**config.mk**
```make
export PLATFORM = sky130hd
export DESIGN_NAME = press_classifier
export DESIGN_NICKNAME = d
export VERILOG_FILES = /design/src/rtl/press_classifier_pkg.sv /design/src/rtl/press_classifier_event_timer.sv /design/src/rtl/press_classifier.sv
export SDC_FILE = /design/constraint.sdc
export NUM_CORES = 1
export LEC_CHECK = 0
export ABC_AREA = 1
export CORE_MARGIN = 3
export CORE_UTILIZATION = 54
export CTS_BUF_LIST = sky130_fd_sc_hd__clkbuf_16
export DETAILED_ROUTE_END_ITERATION = 8
export PLACE_DENSITY = 0.82
export SLEW_MARGIN = 15
export SYNTH_ARGS = -nofsm -noshare
export SYNTH_HDL_FRONTEND = slang
export SYNTH_SLANG_ARGS = --single-unit
```
**constraint.sdc**
```tcl
create_clock -name clk -period 1.5 [get_ports clk]
set_input_delay 0.3 -clock clk [delete_from_list [all_inputs] [get_ports clk]]
set_output_delay 0.3 -clock clk [all_outputs]
set_load 0.005 [all_outputs]
```
**src/rtl/press_classifier_pkg.sv**
```systemverilog
`default_nettype none
// ============================================================================
//  Module      : press_classifier_pkg
//  Description : Shared definitions for the button press classifier: the
//                3-bit FSM state encodings, the default timing thresholds
//                (also used by the debouncer top) and a helper that derives
//                the internal counter width from those thresholds.
//  Revision    : 1.0 - initial release
// ============================================================================
package press_classifier_pkg;

    // FSM state encodings
    localparam logic [2:0] c_IDLE      = 3'd0;
    localparam logic [2:0] c_PRESSED   = 3'd1;
    localparam logic [2:0] c_LONG_HELD = 3'd2;
    localparam logic [2:0] c_WAIT_GAP  = 3'd3;
    localparam logic [2:0] c_SECOND    = 3'd4;

    // Default thresholds, in clk cycles
    localparam int c_DEF_LONG_CYCLES = 50_000_000;
    localparam int c_DEF_GAP_CYCLES  = 15_000_000;

    // One bit per user event produced by the classifier
    typedef struct packed {
        logic press;
        logic release_ev;
        logic short_ev;
        logic long_ev;
        logic double_ev;
    } pulses_t;

    // Counter must be able to hold the larger threshold value.
    function automatic int cnt_width(input int long_cycles, input int gap_cycles);
        int max_v;
        max_v = (long_cycles > gap_cycles) ? long_cycles : gap_cycles;
        return $clog2(max_v + 1);
    endfunction

endpackage
`default_nettype wire

```
**src/rtl/press_classifier_event_timer.sv**
```systemverilog
`default_nettype none
// ============================================================================
//  Module      : event_timer
//  Description : Free-running cycle counter used by press_classifier to time
//                hold and gap durations. Threshold compares live in the
//                parent; this block only counts.
//  Ports       : clk   - system clock, rising edge
//                rst   - asynchronous active-high reset
//                clr   - synchronous clear (wins over en)
//                en    - count enable
//                count - current count value
//  Revision    : 1.0 - initial release
// ============================================================================
module event_timer #(
    parameter int CNT_W = 8
) (
    input  logic             clk,
    input  logic             rst,
    input  logic             clr,
    input  logic             en,
    output logic [CNT_W-1:0] count
);

    always_ff @(posedge clk or posedge rst) begin
        if (rst) begin
            count <= '0;
        end else if (clr) begin
            count <= '0;
        end else if (en) begin
            count <= count + CNT_W'(1);
        end
    end

endmodule
`default_nettype wire

```
**src/rtl/press_classifier.sv**
```systemverilog
`default_nettype none
// ============================================================================
//  Module      : press_classifier
//  Description : Turns the debounced button level into one-cycle user
//                events: press, release, short press, long press and
//                double click. All outputs are registered.
//  Ports       : clk           - system clock, rising edge
//                rst           - asynchronous active-high reset
//                db_in         - debounced button level (synchronous to clk)
//                press_pulse   - pulse on each accepted press
//                release_pulse - pulse on each release
//                short_press   - pulse when a single short press completes
//                long_press    - pulse once the button has been held long
//                double_click  - pulse on the second press of a double click
//                busy          - high while the FSM is not idle
//  Revision    : 1.0 - initial release
// ============================================================================
module press_classifier
    import press_classifier_pkg::*;
#(
    parameter int LONG_CYCLES = c_DEF_LONG_CYCLES,
    parameter int GAP_CYCLES  = c_DEF_GAP_CYCLES
) (
    input  logic clk,
    input  logic rst,
    input  logic db_in,
    output logic press_pulse,
    output logic release_pulse,
    output logic short_press,
    output logic long_press,
    output logic double_click,
    output logic busy
);

    localparam int CNT_W = cnt_width(LONG_CYCLES, GAP_CYCLES);

    // Last count value before each threshold fires (counter starts at 0 on entry).
    localparam logic [CNT_W-1:0] c_LONG_LAST = CNT_W'(LONG_CYCLES - 1);
    localparam logic [CNT_W-1:0] c_GAP_LAST  = CNT_W'(GAP_CYCLES - 1);

    logic [2:0]       r_state;
    logic [2:0]       w_next;
    pulses_t          w_ev;
    logic [CNT_W-1:0] w_count;
    logic             w_clr;
    logic             w_en;

    // ------------------------------------------------------------------
    // Transition logic. Input edges are tested before counter thresholds,
    // so an edge always wins when both happen in the same cycle.
    // ------------------------------------------------------------------
    always_comb begin
        w_next = r_state;
        w_ev   = '0;
        case (r_state)
            c_IDLE: begin
                if (db_in) begin
                    w_next   = c_PRESSED;
                    w_ev.press = 1'b1;
                end
            end
            c_PRESSED: begin
                if (!db_in) begin
                    w_next          = c_WAIT_GAP;
                    w_ev.release_ev = 1'b1;
                end else if (w_count == c_LONG_LAST) begin
                    w_next       = c_LONG_HELD;
                    w_ev.long_ev = 1'b1;
                end
            end
            c_LONG_HELD: begin
                // A long press never opens a double-click window.
                if (!db_in) begin
                    w_next          = c_IDLE;
                    w_ev.release_ev = 1'b1;
                end
            end
            c_WAIT_GAP: begin
                if (db_in) begin
                    w_next         = c_SECOND;
                    w_ev.press     = 1'b1;
                    w_ev.double_ev = 1'b1;
                end else if (w_count == c_GAP_LAST) begin
                    w_next        = c_IDLE;
                    w_ev.short_ev = 1'b1;
                end
            end
            c_SECOND: begin
                if (!db_in) begin
                    w_next          = c_IDLE;
                    w_ev.release_ev = 1'b1;
                end
            end
            default: begin
                // Unreachable encodings recover silently.
                w_next = c_IDLE;
            end
        endcase
    end

    // Counter restarts on every state change and only runs in timed states.
    assign w_clr = (w_next != r_state);
    assign w_en  = (r_state == c_PRESSED) || (r_state == c_WAIT_GAP);

    event_timer #(
        .CNT_W (CNT_W)
    ) u_timer (
        .clk   (clk),
        .rst   (rst),
        .clr   (w_clr),
        .en    (w_en),
        .count (w_count)
    );

    // Next-state register
    always_ff @(posedge clk or posedge rst) begin
        if (rst) begin
            r_state <= c_IDLE;
        end else begin
            r_state <= w_next;
        end
    end

    // Output register: pulses are high for exactly the cycle after the
    // transition that produced them.
    always_ff @(posedge clk or posedge rst) begin
        if (rst) begin
            press_pulse   <= 1'b0;
            release_pulse <= 1'b0;
            short_press   <= 1'b0;
            long_press    <= 1'b0;
            double_click  <= 1'b0;
            busy          <= 1'b0;
        end else begin
            press_pulse   <= w_ev.press;
            release_pulse <= w_ev.release_ev;
            short_press   <= w_ev.short_ev;
            long_press    <= w_ev.long_ev;
            double_click  <= w_ev.double_ev;
            busy          <= (w_next != c_IDLE);
        end
    end

endmodule
`default_nettype wire
```
==> flow_summary.ini <==
[drt]
vias_per_cell = 6.632
drcViolationCount = 1
routed.top_layer = met4
wire_per_inst_um = 25.66
wl_met2_mm = 4.569
drtPass1Iterations = 9
routed_wirelength_mm = 10.47
wl_met1_mm = 3.323
dr.first_iter.drc_count = 592
vias = 2706
met3WireLength_mm = 1.358
antenna_left = 0

[worst_setup_path]
r2r_setup_slack_ns = -0.73
worstPathCellList = ha_2, inv_2, nor2_2, nand2_2, nor2_2, nand2_1, nand2_2, nand2_2, o21ai_4, nor2_4, buf_12, nand2_8, nor2_1
cp_common_cell = nand2_2
start_kind = register
critical_path_class = register to register
required_ns = 1.67
arrival_ns = 2.40
crit_fanout = 7
reg2reg_to = u_timer.count[21]
cp_slowest_cell = dfrtp_1
end_kind = register
r2r_cells = 13
max_stage_delay_ns = 0.36
r2r-start = u_timer.count[0]

[yosys]
yosysSeqAreaShare_pct = 44.33
syn_inst = 260
ys_top_cells_by_area = dfrtp_1, nor2_1, nand2_1
syn-num-nets = 264
synth_top_area_share_pct = 44.33
ys_warn_count = 0
synth.avg_cell_area_um2 = 7.599
yosysUniqueCellTypes = 25
netlist_area_mm2 = 0.001976
yosysTopAreaCell = dfrtp_1
ys_ff_latch = 35

[grt]
grt_pass1_vias = 2367
grt_pass1_wl_mm = 12.02
grt_max_degree = 36
grt_usage_pct = 37.57
overflow = 0
grt_antenna_before_repair = 0

[placed_design]
hpwl_mm = 3.786
portBuffers = 8
place_area_mm2 = 0.002631
place_congestion = 0.9125

[sta]
min_period_over_period_pct = 149.0
fin_worst_skew_ns = 0.009241
period_minus_slack_ns = 2.235
max_freq_mhz = 447.5
max_slew_margin_pct = 54.83
setup_tns_ns = -20.40
setup_violations = 32
worst_slack_ns = -0.7348
rsz0062_at_grt = true
drv_slew = 0
hold_violations = 0
tightest_slew_ns = 0.6714

[power]
finalPower_uw = 4601
peakVddDrop_uv = 1542
p_leak_uw = 0.001415
power_density_mw_per_mm2 = 1434

[final_layout]
drive_gt1_share_pct = 45.03
syn_to_final_growth_pct = 62.38
nets = 365
seqCellArea_um2 = 875.8
final_area_mm2 = 0.003208
fin_util_pct = 93.20
multi_input_area_mm2 = 0.001220
fill_cells = 104
n_antenna_cell = 0

[outcome]
outcome = finished with violations
failed_checks = DRC, setup timing

[floorplan]
io_pins = 9
core_mm2 = 0.003442
die-area_mm2 = 0.004420
chipHeight_um = 66.49
die_w_um = 66.49
start_util_pct = 57.40
fp-row-count = 21

[cts]
htree_levels = 2
clk_latency_ns = 0.29
clock-sinks = 35
holdBufCountCts = 0
cts.clk_slew.worst_paths_ns = 0.06
cts_tree = built
clock-root-buffer = clkbuf_16
cts_buffers = 5
clk_path_buf_depth = 2

[hold_path]
hold_class = input port to async pin

[run]
maxCapViolCount = 0
-- area by class of cell --
type / count / area share, %
inverters: 37 / 4.329
clock inverters: 3 / 0.6240
well taps: 46 / 1.794
multi-input cells: 188 / 38.03
repair buffers: 94 / 24.02
flip-flops and latches: 35 / 27.30
clock buffers: 5 / 3.900
-- cells in the final DEF (no fill, tap or decap), types with 2 or more instances in the layout --
master	instances
nor3_2	3
buf_12	3
a21oi_4	2
nand2_8	5
xnor2_1	3
buf_4	81
clkbuf_16	5
nand4_1	14
nor3_1	9
xor2_1	16
nor2_1	24
nand2_2	11
inv_1	32
nand2_4	3
clkinvlp_4	2
nand3_1	9
nor4_1	2
buf_6	2
clkdlybuf4s50_1	8
o21ai_0	4
nor2_2	28
inv_2	5
dfrtp_1	35
nand2_1	40
nor2_4	5
-- stage by stage --
step                      hold WS (ns)  setup WS [ns]  instances
final                           0.4015        -0.7348        408
after global placement          0.5678        -0.3330        382
after CTS                       0.4153        -0.3258        398
after detailed placement        0.5663        -0.4998        382
after floorplan                 0.3735        -0.1047        260
after global routing            0.4264         -1.068        408
-- synth_stat cells --
| cell | n |
|---|---|
| a21oi_1 | 1 |
| a21oi_2 | 2 |
| buf_2 | 1 |
| buf_6 | 2 |
| dfrtp_1 | 35 |
| ha_1 | 1 |
| inv_1 | 35 |
| inv_2 | 2 |
| mux2i_1 | 1 |
| nand2_1 | 50 |
| nand2_2 | 5 |
| nand2_4 | 1 |
| nand3_1 | 11 |
| nand3b_1 | 1 |
| nand4_1 | 14 |
| nor2_1 | 54 |
| nor2_2 | 3 |
| nor3_1 | 11 |
| nor3_2 | 1 |
| nor4_1 | 2 |
| o21ai_0 | 6 |
| o22ai_1 | 1 |
| or2_2 | 1 |
| xnor2_1 | 3 |
| xor2_1 | 16 |
-- per-layer routing --
layer	vias up	global-route usage, %
met5	-	0
met4	0	20.81
met3	143	8.600
met1	1236	42.63
met2	299	64.56
li1	1028	-
-- registers in the layout, indices dropped and copies added, names as in the netlist --
register       count
u_timer.count     26
short_press        1
r_state            3
release_pulse      1
double_click       1
busy               1
long_press         1
press_pulse        1
-- worst max-delay path, delay by kind of cell, from the launching register on --
family                     cells  cell delay (ns)
adders and majority gates      1             0.20
DFF                            1             0.36
AOI/OAI and AO/OA              1             0.09
and+or+nand+nor                9             1.23
buffers and inverters          2             0.22
-- cells by family (layout without fill, tap and decap cells) --
group                      Yosys count  count (layout)  share of synthesized area [%]
and+or+nand+nor                    154             157                          34.71
buffers and inverters               40             139                          8.423
DFF                                 35              35                          44.33
xor gates and xnor gates            19              19                          8.423
AOI/OAI and AO/OA                   10              10                          2.977
adders and majority gates            1               1                         0.6332
muxes                                1               1                         0.5067
-- how the worst max path moves through the flow --
stage	startpoint	to	slack (ns)	cells after the start
after floorplan	u_timer.count[0]	u_timer.count[1]	-0.10	13
after global placement	db_in	u_timer.count[21]	-0.33	9
after detailed placement	db_in	u_timer.count[9]	-0.50	9
after CTS	u_timer.count[1]	u_timer.count[17]	-0.33	11
after global routing	u_timer.count[5]	u_timer.count[19]	-1.07	9
final	u_timer.count[0]	u_timer.count[21]	-0.73	13
-- what timing repair did --
| action | 4_1_cts | 5_1_grt |
|---|---|---|
| gates resized for setup | 28 | 44 |
| pin swaps | 2 | 20 |
| endpoints found under the setup margin | 29 | 32 |
| gates cloned | 3 | 0 |
| buffers inserted | 7 | 12 |
-- power breakdown --
group	total (uW)	leakage [uW]	internal (uW)	switching, uW
Combinational	2460	0.000869	878	1580
Clock	1050	0.0000658	612	438
Sequential	1090	0.000480	1030	63.7
No activity file was read; power rests on OpenSTA's default activity.
